## src/rtl/bambu_mem_pkg.sv

```systemverilog
// Shared helpers for the off-chip memory model: byte-mask generation,
// address range check and counter sizing.
package bambu_mem_pkg;

    // Upper bound on bytes per channel word that size_to_mask can describe.
    localparam int unsigned MAX_BYTES = 64;

    // Ceiling log2; returns 0 for values 0 and 1.
    function automatic int unsigned clog2(input int unsigned value);
        int unsigned r = 0;
        int unsigned v = 1;
        while (v < value) begin
            v = v << 1;
            r = r + 1;
        end
        return r;
    endfunction

    // Latency counter width: clog2(max(rd_lat, wr_lat)), never narrower than 1 bit.
    function automatic int unsigned cnt_width(input int unsigned rd_lat,
                                              input int unsigned wr_lat);
        int unsigned m = (rd_lat > wr_lat) ? rd_lat : wr_lat;
        return (clog2(m) < 1) ? 1 : clog2(m);
    endfunction

    // True when addr lies inside [base, base+bytes).
    function automatic logic in_range(input int unsigned addr,
                                      input int unsigned base,
                                      input int unsigned bytes);
        return (addr >= base) && (addr < base + bytes);
    endfunction

    // Byte enables for a bit-mask of (1<<size)-1, limited to data_w/8 bytes.
    function automatic logic [MAX_BYTES-1:0] size_to_mask(input int unsigned size,
                                                          input int unsigned data_w);
        logic [MAX_BYTES-1:0] m = '0;
        for (int unsigned b = 0; b < MAX_BYTES; b++) begin
            if ((b < data_w / 8) && (size > 8 * b)) m[b] = 1'b1;
        end
        return m;
    endfunction

endpackage

```

## src/rtl/bambu_mem_chan_ctrl.sv

```systemverilog
// Per-channel request sequencer: latency counter, datardy generation,
// read-data delay line and sticky protocol-error flags.
// Ports: clock/reset; oe/we/addr/size request; fetch = combinational read
// bytes from the array; s_rdata/s_datardy on-chip slave merge; rdata/datardy
// to the master; commit = write lands on this edge; err_oe_we/err_oob sticky.
module bambu_mem_chan_ctrl
    import bambu_mem_pkg::*;
#(
    parameter int unsigned ADDR_W    = 11,
    parameter int unsigned DATA_W    = 32,
    parameter int unsigned SIZE_W    = 6,
    parameter int unsigned MEM_BYTES = 1024,
    parameter int unsigned BASE_ADDR = 0,
    parameter int unsigned RD_LAT    = 2,
    parameter int unsigned WR_LAT    = 1
) (
    input  logic              clock,
    input  logic              reset,
    input  logic              oe,
    input  logic              we,
    input  logic [ADDR_W-1:0] addr,
    input  logic [SIZE_W-1:0] size,
    input  logic [DATA_W-1:0] fetch,
    input  logic [DATA_W-1:0] s_rdata,
    input  logic              s_datardy,
    output logic [DATA_W-1:0] rdata,
    output logic              datardy,
    output logic              commit,
    output logic              err_oe_we,
    output logic              err_oob
);

    localparam int unsigned CNT_W  = cnt_width(RD_LAT, WR_LAT);
    localparam int unsigned STAGES = RD_LAT - 1;

    logic [CNT_W-1:0]               cnt;
    logic [CNT_W-1:0]               last;
    logic [STAGES-1:0][DATA_W-1:0]  dly;
    logic                           active;
    logic                           done;
    logic                           straddle;
    int unsigned                    off;
    int unsigned                    nbytes;

    // Request decode; oe wins over we so a combined request behaves as a read.
    always_comb begin
        active   = (oe | we) & in_range(32'(addr), BASE_ADDR, MEM_BYTES);
        last     = oe ? CNT_W'(RD_LAT - 1) : CNT_W'(WR_LAT - 1);
        done     = active && (cnt == last);
        off      = 32'(addr) - BASE_ADDR;
        nbytes   = 32'($countones(size_to_mask(32'(size), DATA_W)));
        straddle = active && (off + nbytes > MEM_BYTES);
    end

    assign datardy = ~reset & (done | s_datardy);
    assign commit  = ~reset & done & we & ~oe;
    assign rdata   = dly[STAGES-1] | s_rdata;

    // Counter, delay line and sticky flags.
    always_ff @(posedge clock) begin
        if (reset) begin
            cnt       <= '0;
            dly       <= '0;
            err_oe_we <= 1'b0;
            err_oob   <= 1'b0;
        end else begin
            cnt    <= (active && !done) ? cnt + CNT_W'(1) : '0;
            dly[0] <= fetch;
            for (int unsigned i = 1; i < STAGES; i++) begin
                dly[i] <= dly[i-1];
            end
            err_oe_we <= err_oe_we | (oe & we);
            err_oob   <= err_oob | straddle;
        end
    end

endmodule

```

## config.mk

```make
export PLATFORM = sky130hd
export DESIGN_NAME = bambu_mem_chan_ctrl
export DESIGN_NICKNAME = d
export VERILOG_FILES = /design/src/rtl/bambu_mem_pkg.sv /design/src/rtl/bambu_mem_chan_ctrl.sv
export SDC_FILE = /design/constraint.sdc
export NUM_CORES = 1
export LEC_CHECK = 0
export BUFFER_PORTS_ARGS = -buffer_cell sky130_fd_sc_hd__buf_4
export CAP_MARGIN = 10
export CORE_AREA = 2 2 68 70
export DETAILED_ROUTE_END_ITERATION = 8
export DIE_AREA = 0 0 70 72
export PLACE_DENSITY = 0.73
export SYNTH_ARGS = -nofsm -noshare
export SYNTH_HDL_FRONTEND = slang
export SYNTH_SLANG_ARGS = --single-unit
```

## constraint.sdc

```tcl
create_clock -name clock -period 3.79 [get_ports clock]
set_clock_uncertainty 0.2 [all_clocks]
set_input_delay 0.758 -clock clock [delete_from_list [all_inputs] [get_ports clock]]
set_output_delay 0.758 -clock clock [all_outputs]
set_load 0.05 [all_outputs]
```

==> metrics, run 1 <==
fin util 0.5663; Worst Reg2Reg Path Length in Cells 1; worst stage delay on the critical path about 500 ps; Starting Density 0.3192; sequential share of the synthesized area 0.5147; Final Power approximately 0.9 mW; min cycle time layout 3659 ps; Slew @ Worst Pin between 300 and 400 ps; Max Cap Viol 0; largest net degree at the start of global routing 38; commonest non-fill, non-tap cell in the layout buf_4; status complete, no violations; Die W 70 µm; reg2reg end cnt; Hold Buf Count CTS 0; Multi-input gate area 648.1 µm²; Die Ht a little over 70 µm; # DRC 0; most frequent cells in the layout buf_4 (122), dfxtp_1 (35), or2_2 (32), nor2b_1 (32), clkbuf_8 (5); Clock Tree Buf Depth 2; Pwr per Cell Area 371.9 mW/mm²; setup slack at placement -208.9 ps; via/cell ratio around 4.4; RSZ-0062 raised after global routing false; CP max stage cell fa_1; post-synthesis cell area 0.001361 mm²; layout cells sized above 1 0.6537; Switching Fraction 0.2931; fin crit share 0.9653; Final nets 346; Seq. cell area 700.7 µm²; Clock Root Buffer clkbuf_8; clk slew on worst S/H paths 60 ps; fillcell total 399; std cell rows 24; H-tree depth 2; global-route wire length before repair 5651 µm; number of routed nets with antenna violations 0; RePlAce Congestion between 0.7 and 0.8; crit path launch size[0]; routed len/inst between 10 and 15 µm; final worst setup slack 131.4 ps; TritonCTS clock tree done; delay-heaviest family, CP adder cells; clk_lat worst skew approximately 280 ps; clk sink count 35; WL final 3520 µm; part of the power in the clock network 0.286; Final Max Tran Viols 0; initial antenna violation count 0; number of inserted diodes 0; CORE AREA 0.004264 mm²; Syn Nets 221; Worst Setup EP err_oob; P_int 0.6348 mW; max frequency 273.3 MHz; grt total ovfl 0; flop-to-flop setup slack 2880 ps; Logic pwr share 0.278; Hold Path Class reg -> reg; CP bufs+invs 1; Seq pwr share 0.436; die area roughly 0.0050 mm²; crit path kind in -> reg; final setup violation count 0; vias 1349; Iteration-0 DRC Markers 22; worst path required time 3750 ps; Synth cell types 27; Syn-to-layout area delta 77.39%; Yosys reg bits 35; Static Leak 1.152 nW; startpoint types input port; GRT Total Usage 0.1418; WP depth 10; Inserted Clock Buffers 5; average cell area after synthesis 10.39 µm²; worst-path cell chain buf_4 -> or3_4 -> or2_1 -> or3_1 -> fa_1 -> fa_2 -> fa_1 -> a211o_1 -> nor3_1 -> o41ai_1; synthesized instance count 131; CP arrival 3620 ps; IO Count around 120; Slew headroom 0.7638; YS warnings 0; Top cell by count, worst path fa_1; worst reg2reg path startpoint cnt; Hold Fails Final Rpt 0; Port Buffers roughly 120; CP max FO 2; WHS Path Cells 2; CP Capture Type flop; Worst VDD drop 0.2158 mV; HPWL after DPL approximately 2800 µm; First-pass DRT Iterations 3; final setup TNS 0 ps; vias in the first global route between 1000 and 1500; Net Sw Power 0.2632 mW
per-stage QoR:
stage	std cells	area [µm²]	hold slack, ps
floorplan	131	1361	234.7
global placement	301	2327	249.9
detailed placement	301	2327	252.6
CTS	309	2412	269.0
global route	309	2415	296.8
finish	309	2415	261.0
power by group through the flow:
stage / sequential [mW] / combinational, mW / clock, mW
floorplan: 0.400 / 0.139 / 0
global placement: 0.400 / 0.248 / 0
detailed placement: 0.400 / 0.251 / 0
CTS: 0.392 / 0.251 / 0.266
global route: 0.394 / 0.266 / 0.285
finish: 0.391 / 0.250 / 0.257
layer usage:
| layer | part of all wire | up-vias | wire, µm | GRT usage |
|---|---|---|---|---|
| met1 | 0.33 | 599 | 1166 | 0.1344 |
| met3 | 0.11 | 7 | 384 | 0.07083 |
| li1 | - | 669 | - | - |
| met2 | 0.55 | 74 | 1925 | 0.2709 |
| met4 | 0.013 | 0 | 44 | 0.03846 |
| met5 | 0 | - | 0 | 0 |
cells by family (layout without fill, tap and decap cells):
logic type / count (synthesis) / count (layout) / share of synthesized area
fa+ha+maj: 4 / 4 / 0.05331
xor+xnor: 1 / 1 / 0.006435
flops: 35 / 35 / 0.5147
buf+inv: 4 / 130 / 0.01103
simple gates: 77 / 77 / 0.3566
compound gates: 10 / 10 / 0.05791
state kept, by name (all words and copies together) (netlist names):
| name | cells |
|---|---|
| err_oob | 1 |
| dly | 32 |
| err_oe_we | 1 |
| cnt | 1 |
what timing repair did:
item | in CTS | in global routing
endpoints found under the setup margin | 0 | 1
setup buffers | 0 | 0
gates resized for setup | 0 | 1
Yosys cell counts, drive strengths merged:
master	number	area share
a21oi	3	0.011
nor4bb	1	0.0074
or3	2	0.013
xor2	1	0.0064
nand2	1	0.0028
a21o	1	0.0064
o41ai	1	0.0064
clkbuf	4	0.011
nand3	1	0.0037
or3b	1	0.0064
nor3	1	0.0037
nand2b	1	0.0046
nor2b	32	0.15
or2	33	0.15
dfxtp	35	0.51
nor4b	1	0.0064
nand4	1	0.0046
nor2	2	0.0055
fa	3	0.044
a211o	2	0.014
o2111ai	1	0.0064
o21ba	1	0.0074
a31o	1	0.0064
ha	1	0.0092
layout make-up:
| type | count | share of cell area |
|---|---|---|
| Clock buffer | 6 | 0.03005 |
| Clock inverter | 2 | 0.005181 |
| Multi-Input combinational cell | 92 | 0.2684 |
| Sequential cell | 35 | 0.2902 |
| Tap cell | 52 | 0.02694 |
| Timing Repair Buffer | 122 | 0.3793 |
worst min path at each step:
| stage | to | slack (ps) | from |
|---|---|---|---|
| 4_1_cts | err_oob | 270 | err_oob |
| 6_report | err_oob | 260 | err_oob |
| 3_3_place_gp | err_oe_we | 250 | err_oe_we |
| 3_5_place_dp | err_oob | 250 | err_oob |
| 5_1_grt | cnt | 300 | cnt |
| 2_1_floorplan | cnt | 230 | cnt |
(Power assumes the default switching activity.)
==> run 2: changes to the inputs <==
==> constraint.sdc (replaced) <==
create_clock -name clock -period 3.79 [get_ports clock]
set_clock_uncertainty 0.2 [all_clocks]
set_input_delay 0.1895 -clock clock [delete_from_list [all_inputs] [get_ports clock]]
set_output_delay 0.1895 -clock clock [all_outputs]
set_load 0.05 [all_outputs]
==> run 2 against run 1 <==
Net effect:
- critical path depth grew 1
- highest routed layer unchanged
- sequential cell count stayed put
- setup slack improved by 39 ps
==> metrics, run 2 (synthesis results as in run 1) <==
final setup TNS 0 ps; Clock Root Buffer clkbuf_8; Final Power roughly 0.93 mW; Worst VDD drop 0.1765 mV; Port Buffers 121; First-pass DRT Iterations 4; via/cell ratio 4.304; vias in the first global route between 1000 and 1500; H-tree depth 2; Net Sw Power 0.2673 mW; crit path kind in -> reg; routed len/inst 11.38 µm; fin crit share 0.9551; worst stage delay on the critical path ~570 ps; reg2reg end err_oe_we; P_int approximately 0.66 mW; clk slew on worst S/H paths around 70 ps; commonest non-fill, non-tap cell in the layout buf_4; TritonCTS clock tree done; # DRC 0; part of the power in the clock network 0.274; CORE AREA 0.004264 mm²; Switching Fraction 0.2885; delay-heaviest family, CP adder cells; CP max FO 3; Syn-to-layout area delta 104.0%; HPWL after DPL 2854 µm; global-route wire length before repair around 6400 µm; setup slack at placement ~340 ps; WHS Path Cells 2; CP max stage cell dlygate4sd3_1; Iteration-0 DRC Markers 37; Final nets 382; Pwr per Cell Area between 300 and 400 mW/mm²; crit path launch size[0]; hold slack 17.94 ps; IO Count ~120; clk sink count 35; grt total ovfl 0; worst reg2reg path startpoint err_oe_we; Hold Fails Final Rpt 0; Slew @ Worst Pin 368.8 ps; vias between 1000 and 1500; CP arrival 3590 ps; min cycle time layout 3620 ps; WP depth 11; worst path required time 3760 ps; startpoint types input port; number of inserted diodes 0; die area 0.005040 mm²; RePlAce Congestion 0.7203; clk_lat worst skew roughly 280 ps; initial antenna violation count 0; Worst Reg2Reg Path Length in Cells 3; Inserted Clock Buffers 5; Post-Place Cell Area 0.002320 mm²; Starting Density 0.3192; Top cell by count, worst path fa_1; std cell rows 24; GRT Total Usage 0.1606; final worst setup slack between 150 and 200 ps; setup bufs post-CTS 0; RSZ-0062 raised after global routing false; Seq pwr share 0.423; Clock Tree Buf Depth 2; Die W ~70 µm; Hold Path Class in -> reg; Worst Setup EP err_oob; Largest register FFs 32; number of routed nets with antenna violations 0; most frequent cells in the layout buf_4 (121), dlygate4sd3_1 (37), dfxtp_1 (35); Static Leak 1.304 nW; final setup violation count 0; CP bufs+invs 2; Logic pwr share 0.304; layout cells sized above 1 0.5700; fillcell total between 300 and 400; largest net degree at the start of global routing 38; Largest Register dly; max frequency 276.3 MHz; CP Capture Type flop; worst-path cell chain buf_4 -> or3_4 -> or2_1 -> or3_1 -> fa_1 -> fa_2 -> fa_1 -> a211o_1 -> nor3_1 -> o41ai_1 -> dlygate4sd3_1; Max Cap Viol 0; final instance area around 0.0028 mm²; Final Max Tran Viols 0; status complete, no violations; flop-to-flop setup slack 2440 ps; WL final 3927 µm; Slew headroom 0.7541; Die Ht 72 µm
[run 2: worst reg2reg max path, delay by kind of cell (launching register included)]
family | cells | cell delay, ps
buffers and inverters | 1 | 570
AND/OR/NAND/NOR | 1 | 40
flip-flops | 1 | 310
AO/OA/AOI/OAI | 1 | 110
[run 2: stage by stage]
step,instances,util
2_1_floorplan,131,-
6_report,345,0.6514
5_1_grt,345,0.6514
3_3_place_gp,300,0.5440
4_1_cts,345,0.6508
3_5_place_dp,300,0.5440
[run 2: layer usage]
layer  vias up  part of all wire  routed length (µm)  GRT usage
li1        739                 -                   -          -
met1       664              0.34                1338     0.1522
met2        73              0.56                2190     0.3196
met3         9             0.089                 351    0.06111
met4         0             0.012                  46    0.04701
met5         -                 0                   0          0
[run 2: worst min-delay path by stage]
stage | startpoint | to | slack [ps]
5_1_grt | oe | cnt | 20
6_report | oe | cnt | 20
3_3_place_gp | fetch[2] | dly[2] | 200
4_1_cts | oe | cnt | 7
2_1_floorplan | addr[10] | cnt | 70
3_5_place_dp | addr[10] | cnt | 200
[run 2: timing repair]
action,in CTS,in global routing
resized for setup,0,1
endpoints found under the setup margin,0,1
hold buffers,37,0
hold endpoints to repair,35,0
[run 2: area by class of cell]
class | count | area (µm²) | share of cell area
multi-input combinational | 92 | 648.1 | 0.2333
clock buffer | 6 | 72.57 | 0.02613
tap | 52 | 65.06 | 0.02342
sequential | 35 | 700.7 | 0.2523
timing repair buffer | 158 | 1279 | 0.4604
clock inverter | 2 | 12.51 | 0.004505
[run 2: power groups by stage]
stage	Clock (mW)	Combinational (mW)	Sequential, mW
6_report	0.254	0.282	0.391
5_1_grt	0.281	0.298	0.394
4_1_cts	0.264	0.282	0.392
3_5_place_dp	0	0.251	0.400
3_3_place_gp	0	0.247	0.400
2_1_floorplan	0	0.139	0.400
==> run 3: changes to the inputs <==
--- a/config.mk
+++ b/config.mk
@@ -6,11 +6,13 @@
 export NUM_CORES = 1
 export LEC_CHECK = 0
 export BUFFER_PORTS_ARGS = -buffer_cell sky130_fd_sc_hd__buf_4
-export CAP_MARGIN = 10
+export CAP_MARGIN = 20
 export CORE_AREA = 2 2 68 70
+export CTS_BUF_LIST = sky130_fd_sc_hd__clkbuf_16
 export DETAILED_ROUTE_END_ITERATION = 8
 export DIE_AREA = 0 0 70 72
 export PLACE_DENSITY = 0.73
+export REMOVE_ABC_BUFFERS = 1
 export SYNTH_ARGS = -nofsm -noshare
 export SYNTH_HDL_FRONTEND = slang
 export SYNTH_SLANG_ARGS = --single-unit
==> run 3 against run 2 <==
Net effect:
- clock power grew 72%
- combinational power decreased by 2%
- die area unchanged
- global-route usage fell by 0.99 points
- setup slack better by 470 ps
- routed wire length is 3.1% lower
- critical endpoint unchanged
- sequential cell count did not move
- fmax grew 15%
- first-iteration DRC count shrank 43%
- register-to-register slack better by 460 ps
- sequential power barely moved
- core utilization rose by 1.1 points
==> metrics, run 3 (synthesis results as in run 1) <==
CP max stage cell fa_1; die area 0.005040 mm²; CORE AREA 0.004264 mm²; Final Max Tran Viols 0; Pwr per Cell Area 392.1 mW/mm²; clk slew on worst S/H paths 50 ps; global-route wire length before repair 6134 µm; WL final 3805 µm; CP arrival a little over 3000 ps; crit path kind in -> reg; Iteration-0 DRC Markers 21; Multi-input gate area 645.6 µm²; Seq pwr share 0.354; Final nets 379; std cell rows 24; HPWL after DPL 2779 µm; Top cell by count, worst path fa_1; min cycle time layout 3146 ps; number of routed nets with antenna violations 0; post_cts resized 0; Switching Fraction 0.2460; most frequent cells in the layout buf_4 (121), dfxtp_1 (35), dlygate4sd3_1 (34); met1 usage 0.1516; max frequency roughly 320 MHz; Hold Path Class in -> reg; clk_lat worst skew 260 ps; Clock Tree Buf Depth 2; Syn-to-layout area delta 107.4%; final setup violation count 0; IO Count around 120; Slew headroom 0.7526; Worst Reg2Reg Path Length in Cells 1; WHS Path Cells 3; fin crit share 0.8300; Starting Density 0.3192; worst reg2reg path startpoint cnt; grt met3 use 0.05139; vias in the first global route between 1000 and 1500; Worst VDD drop 0.3086 mV; H-tree depth 2; Logic pwr share 0.250; Largest Register dly; Max Cap Viol 0; part of the power in the clock network 0.395; Static Leak 1.330 nW; Clock Root Buffer clkbuf_16; global-route track usage on met2 0.2910; vias 1422; final setup TNS 0 ps; most used routing layer met2; status complete, no violations; GRT Total Usage 0.1506; layout cells sized above 1 0.5724; WHS Endpoint err_oob; Slew @ Worst Pin 371.1 ps; number of inserted diodes 0; RSZ-0062 raised after global routing false; routed len/inst ~11 µm; TritonCTS clock tree done; Net Sw Power 0.2724 mW; largest net degree at the start of global routing 38; fin util 0.6623; fillcell total ~350; # DRC 0; Port Buffers 121; worst path required time 3740 ps; Die Ht 72 µm; initial antenna violation count 0; Largest register FFs 32; Hold Fails Final Rpt 0; grt total ovfl 0; via/cell ratio just over 4; commonest non-fill, non-tap cell in the layout buf_4; reg2reg end cnt; Seq. cell area 700.7 µm²; RePlAce Congestion roughly 0.76; CP max FO 3; flop-to-flop setup slack 2900 ps; startpoint types input port; clk sink count 35; worst-path cell chain buf_4 -> or3_4 -> or2_1 -> or3_1 -> fa_1 -> fa_1 -> fa_1 -> a211o_1 -> nor3_1 -> o41ai_1; Hold Startpoint addr[5]; Die W 70 µm; Inserted Clock Buffers 5; worst stage delay on the critical path 490 ps; setup bufs post-CTS 0; P_int ~0.84 mW; CP Capture Type flop; First-pass DRT Iterations 2
## run 3: changes by cell type in the layout (fill, tap and decap cells not counted)
| cell | before | now |
|---|---|---|
| clkbuf_16 | 0 | 5 |
| clkbuf_8 | 5 | 0 |
| dlygate4sd3_1 | 37 | 34 |
| bufinv_16 | 0 | 1 |
| clkbuf_1 | 1 | 0 |
| clkinv_1 | 0 | 1 |
| clkinvlp_4 | 1 | 0 |
| fa_1 | 2 | 3 |
| fa_2 | 1 | 0 |
## run 3: routing by layer
| metal | wire length [µm] | share of wire | up-vias |
|---|---|---|---|
| li1 | - | - | 737 |
| met1 | 1378 | 0.36 | 615 |
| met2 | 2061 | 0.54 | 66 |
| met3 | 331 | 0.087 | 4 |
| met4 | 33 | 0.0087 | 0 |
| met5 | 0 | 0 | - |
## run 3: final cells by class
cell class,count,area share
multi-input combinational,92,0.2286
clock inverter,3,0.01374
clock buffer,5,0.04431
tap,52,0.02304
timing repair buffer,155,0.4422
sequential,35,0.2481
## run 3: through the flow
step | cells | hold slack (ps) | power (mW) | cell area [µm²] | worst slack (ps)
3_3_place_gp | 300 | 197.5 | 0.6461 | 2320 | 399.9
6_report | 342 | 0.6415 | 1.107 | 2824 | 644.3
5_1_grt | 342 | 19.64 | 1.155 | 2824 | 459.9
3_5_place_dp | 300 | 200.2 | 0.6491 | 2320 | 335.8
2_1_floorplan | 127 | 61.11 | 0.5343 | 1346 | 577.2
4_1_cts | 342 | 2.520 | 1.121 | 2824 | 627.3
## run 3: timing repair
item | 4_1_cts | 5_1_grt
endpoints found under the setup margin | 0 | 0
endpoints found under the hold margin | 34 | 0
hold buffers | 34 | 0
## run 3: worst max-delay path by stage
stage,startpoint,endpoint,cells past startpoint
final,size[0],err_oob,10
after global routing,size[0],err_oob,10
after CTS,size[0],err_oob,10
after global placement,size[0],err_oob,10
after floorplan,size[0],err_oob,9
after detailed placement,size[0],err_oob,10
## run 3: power groups by stage
stage / sequential, mW / clock [mW] / combinational [mW]
after floorplan: 0.400 / 0 / 0.134
after global placement: 0.400 / 0 / 0.246
after detailed placement: 0.400 / 0 / 0.249
after CTS: 0.393 / 0.450 / 0.279
after global routing: 0.394 / 0.466 / 0.295
final: 0.392 / 0.438 / 0.277
## run 3: worst max-delay path, delay by kind of cell
kind	cells	cell delay, ps
buf+inv	1	110
fa+ha+maj	3	1400
simple gates	4	1080
compound gates	2	310
